File: config.mk
export PLATFORM = sky130hd
export DESIGN_NAME = register_file_multiport
export DESIGN_NICKNAME = d
export VERILOG_FILES = /design/src/rtl/regfile_pkg.sv /design/src/rtl/regfile_scoreboard.sv /design/src/rtl/register_file_multiport.sv
export SDC_FILE = /design/constraint.sdc
export NUM_CORES = 2
export LEC_CHECK = 0
export CORE_MARGIN = 2
export CORE_UTILIZATION = 45
export DETAILED_ROUTE_END_ITERATION = 8
export GPL_ROUTABILITY_DRIVEN = 0
export MAX_ROUTING_LAYER = met4
export PLACE_DENSITY = 0.71
export SETUP_SLACK_MARGIN = 0.05
export SKIP_CTS_REPAIR_TIMING = 1
export SLEW_MARGIN = 25
export SYNTH_ARGS = -nofsm -noshare
export SYNTH_HDL_FRONTEND = slang
export SYNTH_HIERARCHICAL = 1
export SYNTH_SLANG_ARGS = --single-unit
File: constraint.sdc
create_clock -name clock -period 4.6 [get_ports clock]
set_input_delay 0.69 -clock clock [delete_from_list [all_inputs] [get_ports clock]]
set_output_delay 0.69 -clock clock [all_outputs]
set_load 0.05 [all_outputs]
File: src/rtl/regfile_pkg.sv
// Shared types and helpers for the multiport register file and its scoreboard.
package regfile_pkg;

  typedef enum logic {
    RF_CLEAR = 1'b0,
    RF_READY = 1'b1
  } rf_state_t;

  localparam int RF_DATA_W = 32;
  localparam int RF_ADDR_W = 5;

  // Low bit of port `port` inside a packed bus of `w`-bit slices.
  function automatic int port_lo(input int port, input int w);
    return port * w;
  endfunction

endpackage

File: src/rtl/regfile_scoreboard.sv
// Per-register pending bits for hazard detection; a write clears, a reservation sets.
// Lookups are combinational from the registered bits; updates land on the next edge.
module regfile_scoreboard
  import regfile_pkg::*;
#(
  parameter int ADDR_W   = RF_ADDR_W,
  parameter int N_RD     = 2,
  parameter int ZERO_REG = 1
) (
  input  logic                   clock,
  input  logic                   reset_n,
  input  logic                   enable,
  input  logic                   wr_en,
  input  logic [ADDR_W-1:0]      wr_addr,
  input  logic                   rsv_en,
  input  logic [ADDR_W-1:0]      rsv_addr,
  input  logic [N_RD*ADDR_W-1:0] rd_addr,
  output logic [N_RD-1:0]        rd_pending
);

  localparam int DEPTH = 1 << ADDR_W;

  logic [DEPTH-1:0] pending_q, pending_d;

  // Reservation is applied after the write so a same-cycle new producer wins.
  always_comb begin
    pending_d = pending_q;
    if (enable) begin
      if (wr_en)  pending_d[wr_addr]  = 1'b0;
      if (rsv_en) pending_d[rsv_addr] = 1'b1;
    end
    if (ZERO_REG != 0) pending_d[0] = 1'b0;
  end

  always_ff @(posedge clock or negedge reset_n) begin
    if (!reset_n) pending_q <= '0;
    else          pending_q <= pending_d;
  end

  always_comb begin
    rd_pending = '0;
    for (int i = 0; i < N_RD; i++) begin
      rd_pending[i] = pending_q[rd_addr[port_lo(i, ADDR_W) +: ADDR_W]];
    end
  end

endmodule

File: src/rtl/register_file_multiport.sv
// Multiport register file with post-reset clearing, write-to-read bypass and pending scoreboard.
// Reads are combinational; writes visible next cycle (same cycle with BYPASS); ready DEPTH edges after reset.
module register_file_multiport
  import regfile_pkg::*;
#(
  parameter int DATA_W   = RF_DATA_W,
  parameter int ADDR_W   = RF_ADDR_W,
  parameter int N_RD     = 2,
  parameter int ZERO_REG = 1,
  parameter int BYPASS   = 1
) (
  input  logic                   clock,
  input  logic                   reset_n,
  input  logic [N_RD*ADDR_W-1:0] rd_addr,
  output logic [N_RD*DATA_W-1:0] rd_data,
  output logic [N_RD-1:0]        rd_pending,
  input  logic                   wr_en,
  input  logic [ADDR_W-1:0]      wr_addr,
  input  logic [DATA_W-1:0]      wr_data,
  input  logic                   rsv_en,
  input  logic [ADDR_W-1:0]      rsv_addr,
  output logic                   ready
);

  localparam int DEPTH = 1 << ADDR_W;

  rf_state_t          state_q, state_d;
  logic [ADDR_W-1:0]  clr_cnt_q, clr_cnt_d;
  logic [DATA_W-1:0]  mem_q [DEPTH];
  logic               mem_we;
  logic [ADDR_W-1:0]  mem_waddr;
  logic [DATA_W-1:0]  mem_wdata;
  logic               wr_zero;
  logic [N_RD-1:0]    sb_pending;

  assign wr_zero = (ZERO_REG != 0) && (wr_addr == '0);

  always_ff @(posedge clock or negedge reset_n) begin
    if (!reset_n) begin
      state_q   <= RF_CLEAR;
      clr_cnt_q <= '0;
    end else begin
      state_q   <= state_d;
      clr_cnt_q <= clr_cnt_d;
    end
  end

  always_comb begin
    state_d   = state_q;
    clr_cnt_d = clr_cnt_q;
    case (state_q)
      RF_CLEAR: begin
        clr_cnt_d = clr_cnt_q + ADDR_W'(1);
        if (clr_cnt_q == {ADDR_W{1'b1}}) state_d = RF_READY;
      end
      RF_READY: state_d = RF_READY;
      default:  state_d = RF_CLEAR;
    endcase
  end

  always_comb begin
    ready     = 1'b0;
    mem_we    = 1'b0;
    mem_waddr = wr_addr;
    mem_wdata = wr_data;
    case (state_q)
      RF_CLEAR: begin
        mem_we    = 1'b1;
        mem_waddr = clr_cnt_q;
        mem_wdata = '0;
      end
      RF_READY: begin
        ready  = 1'b1;
        mem_we = wr_en && !wr_zero;
      end
      default: ;
    endcase
  end

  // No reset on the array so it can map onto RAM/LUT storage.
  always_ff @(posedge clock) begin
    if (mem_we) mem_q[mem_waddr] <= mem_wdata;
  end

  regfile_scoreboard #(
    .ADDR_W   (ADDR_W),
    .N_RD     (N_RD),
    .ZERO_REG (ZERO_REG)
  ) u_scoreboard (
    .clock      (clock),
    .reset_n    (reset_n),
    .enable     (ready),
    .wr_en      (wr_en),
    .wr_addr    (wr_addr),
    .rsv_en     (rsv_en),
    .rsv_addr   (rsv_addr),
    .rd_addr    (rd_addr),
    .rd_pending (sb_pending)
  );

  always_comb begin
    rd_data    = '0;
    rd_pending = '0;
    for (int i = 0; i < N_RD; i++) begin
      logic [ADDR_W-1:0] a;
      logic [DATA_W-1:0] d;
      logic              p;
      a = rd_addr[port_lo(i, ADDR_W) +: ADDR_W];
      d = mem_q[a];
      p = sb_pending[i];
      if ((ZERO_REG != 0) && (a == '0)) begin
        d = '0;
        p = 1'b0;
      end else if ((BYPASS != 0) && wr_en && (wr_addr == a)) begin
        d = wr_data;
        p = 1'b0;
      end
      if (!ready) begin
        d = '0;
        p = 1'b0;
      end
      rd_data[port_lo(i, DATA_W) +: DATA_W] = d;
      rd_pending[i]                         = p;
    end
  end

endmodule
==> key figures <==
Run status
  – Status: complete, no violations

Setup path
  – Worst stage delay on the critical path: a little over 0.9 ns
  – Critical path fanouts, max: 42
  – Cell repeated most along the worst path: sky130_fd_sc_hd__buf_12
  – Required time worst endpoint: 3.91 ns
  – CP cell instances: clkbuf_8 > buf_12 > o31a_2 > o21ai_0 > a41oi_1 > buf_12
  – Critical path data arrival time: 3.70 ns
  – Type of the worst setup path: in -> out
  – Setup crit end kind: output port
  – Cell type of the slowest stage on the worst timing path: sky130_fd_sc_hd__o31a_2
  – Startpoint class of the critical path: input pin

Pwr
  – Max rail drop VDD: 0.3877 mV
  – Power, Total: 0.02167 W
  – Static Leakage: 19.69 nW
  – Power density relative to cell area: 367.8 mW/mm²

Routing
  – Violation count after the first detailed-route iteration: 5014
  – Drc violations: 0
  – Routed len/inst: 33.36 µm
  – Vias per Instance: 6.893
  – Number of nets with antenna violations after detailed routing: 0
  – Via count: 33162
  – Pre-antenna DRT Iters: 6
  – Final wirelength: 160500 µm

GRT
  – Maximum number of pins on one net before global-route repair: 80
  – GRT Residual Overflow: 0
  – Number of antenna violations at the first check in global routing: 5
  – Global-route usage over all layers: 28.20%
  – Wire length of the first global-routing pass: 230800 µm
  – Number of global-route vias before repair: around 33000

Placed design
  – Number of buffers added on ports: 122
  – Half-perimeter wire length of the detailed placement result: between 90000 and 100000 µm
  – Number of cells in the design after placement: between 4000 and 5000

Yosys
  – Number of unique standard cell types used by synthesis: 51
  – Synthesis warning total: 6
  – Mux share of post-synthesis cell area: 24.26%
  – Fraction of synthesis flops using an asynchronous set or reset pin: 3.487%
  – Dominant combinational cell family by area after synthesis: multiplexers
  – Sequential share of the synthesized area: just over 60%
  – Number of flip-flops and latches in the synthesized netlist: roughly 1100
  – Dominant synthesized flop cell: sky130_fd_sc_hd__edfxtp_1
  – Average cell area after synthesis: 16.79 µm²
  – Synthesized netlist net count: 3096
  – Xor/xnor cell area share of the yosys netlist: 0.2232%
  – Synthesized area: 0.05102 mm²
  – Compound-gate portion of the synthesized area: 7.720%
  – Area fraction in and, or, nand and nor cells after synthesis: 2.975%
  – Number of flops mapped to enable cells by yosys: 1024
  – Post-synthesis adder-cell area fraction: 0.04905%
  – Number of cells produced by synthesis: 3038

Timing
  – Setup repair after global routing missed its margin: no
  – Setup Total Neg Slack: 0 ns
  – Transition time of the tightest slew-check pin: 1.076 ns
  – Worst rel slew slack: approximately 28%
  – Portion of the clock cycle consumed by the worst path in the final layout: between 90% and 100%
  – Clock period minus worst slack: 4.385 ns
  – Setup clock skew after layout: roughly 0.041 ns
  – Max frequency: 0.2280 GHz
  – Finish-stage setup viols: 0
  – Number of failing hold endpoints at the final stage: 0
  – Number of slew-limit violations in the final report: 0

Final layout
  – Post-synthesis to final-layout area growth: 15.48%
  – Final #Nets: 3282
  – Leading cell types in the layout, fill and taps excluded: sky130_fd_sc_hd__edfxtp_1, sky130_fd_sc_hd__mux2i_1, sky130_fd_sc_hd__mux4_2
  – Leading cell type in the layout, fill and taps excluded: sky130_fd_sc_hd__edfxtp_1
  – Cell Count, Final, Fillers Out: 4811
  – Proportion of layout cells with a drive suffix above 1: 26.95%

Hold path
  – Worst Hold Class: in -> async

Clock tree
  – CTS tree: yes
  – Clk sink count: 1061
  – Clock Tree Root: sky130_fd_sc_hd__clkbuf_16
  – Level count of the clock H-tree: 3
  – Clock transition time at the flip-flop clock pins of the worst setup and hold paths: ~0.060 ns
  – Source-to-sink clock delay at the later pin of the worst-skew pair: 0.71 ns
  – Number of buffers created by CTS: around 110
  – Maximum number of buffers from clock root to sink: 3

Job
  – Max capacitance violation total: 0

Die
  – Placement Rows: 123
  – Die height: 340.7 µm
  – Die span in x: 340.7 µm
  – Area enclosed by the die boundary: 0.1161 mm²
  – Number of top-level design ports: 123
  – Core Region: 0.1125 mm²
  – Effective utilization at floorplan: 45.35%
registers in the layout (all words and copies together) (netlist names):
name                    cells
mem_q                    1024
state_q                     1
clr_cnt_q                   5
u_scoreboard/pending_q     31
final timing paths:
kind | slack (ns) | cells after the start | from | endpoint
min in group clock | 0.50 | 1 | clr_cnt_q[0]$_DFFE_PN0N_ | clr_cnt_q[0]$_DFFE_PN0N_
worst min register to register | 0.50 | 1 | clr_cnt_q[0]$_DFFE_PN0N_ | clr_cnt_q[0]$_DFFE_PN0N_
max in group asynchronous | 3.80 | 2 | reset_n | state_q$_DFF_PN0_
worst max register to register | 1.55 | 5 | state_q$_DFF_PN0_ | mem_q[12][15]$_DFFE_PP_
worst max-delay path | 0.21 | 6 | rd_addr[6] | rd_data[63]
worst min-delay path | 0.45 | 2 | reset_n | u_scoreboard/pending_q[23]$_DFFE_PN0P_
power by group:
part,total (W),internal (W),switching [W]
sequential,0.0107,0.0107,0.0000321
clock,0.00840,0.00463,0.00377
combinational,0.00258,0.000984,0.00159
cells in the mapped netlist (20+ instances only):
cell                          n  area share (%)
sky130_fd_sc_hd__buf_4       52            0.77
sky130_fd_sc_hd__mux4_2     326              14
sky130_fd_sc_hd__clkbuf_1   113            0.83
sky130_fd_sc_hd__o21ai_0    197             1.9
sky130_fd_sc_hd__o22ai_1     91             1.1
sky130_fd_sc_hd__a31oi_1     64            0.78
sky130_fd_sc_hd__edfxtp_1  1024              60
sky130_fd_sc_hd__mux2_2      64             1.4
sky130_fd_sc_hd__nand2_1     83            0.61
sky130_fd_sc_hd__buf_1       20            0.15
sky130_fd_sc_hd__a22oi_1     66            0.97
sky130_fd_sc_hd__mux2i_1    431             8.5
sky130_fd_sc_hd__nor2_1      46            0.34
sky130_fd_sc_hd__buf_2       39            0.38
sky130_fd_sc_hd__o221ai_1    64             1.1
sky130_fd_sc_hd__a41oi_1     34            0.58
sky130_fd_sc_hd__buf_6       24            0.53
sky130_fd_sc_hd__nand3_1     30            0.29
sky130_fd_sc_hd__nor2b_1     59            0.72
sky130_fd_sc_hd__and2_1      34            0.42
sky130_fd_sc_hd__a22o_1      25            0.43
sky130_fd_sc_hd__dfrtp_1     37             1.8
layer usage:
| metal | vias up | global-route usage, % | share of wire [%] |
|---|---|---|---|
| met1 | 17013 | 37.07 | 36 |
| met3 | 459 | 6.322 | 13 |
| met2 | 2576 | 42.58 | 46 |
| li1 | 13114 | - | - |
| met5 | - | - | 0 |
| met4 | 0 | 11.75 | 4.8 |
critical path, delay by kind of cell:
kind            cells  cell delay (ns)
compound gates      3             1.98
buf+inv             3             0.95
kinds of logic (layout without fill, tap and decap cells):
family / Yosys count / after routing
DFF: 1061 / 1061
adders and majority gates: 2 / 2
buffers and inverters: 252 / 524
and+or+nand+nor: 296 / 296
xor gates and xnor gates: 13 / 13
AOI/OAI and AO/OA: 593 / 593
muxes: 821 / 821
other: 0 / 1
final cells by class:
type                       count  area, µm²
antenna                        1      2.502
clock buffer                 134       2779
clock inverter                61      561.8
fill                        8857      53580
inverter                       4      15.01
multi-input combinational   1725      18340
sequential                  1061      31680
tap                         1500       1877
timing repair buffer         325       3660
metrics by stage:
stage                     hold slack [ns]  instance area, µm²  utilization [%]  setup WS, ns
after CTS                          0.4370               58860            52.32       0.06094
after global placement             0.4872               55510            49.35       0.04839
final                              0.4456               58920            52.37        0.2146
after floorplan                    0.3944               51020                -         1.044
after global routing               0.4699               58920            52.37        0.1443
after detailed placement           0.4937               55510            49.35       0.09141
Power figures use the tool's default switching activity.
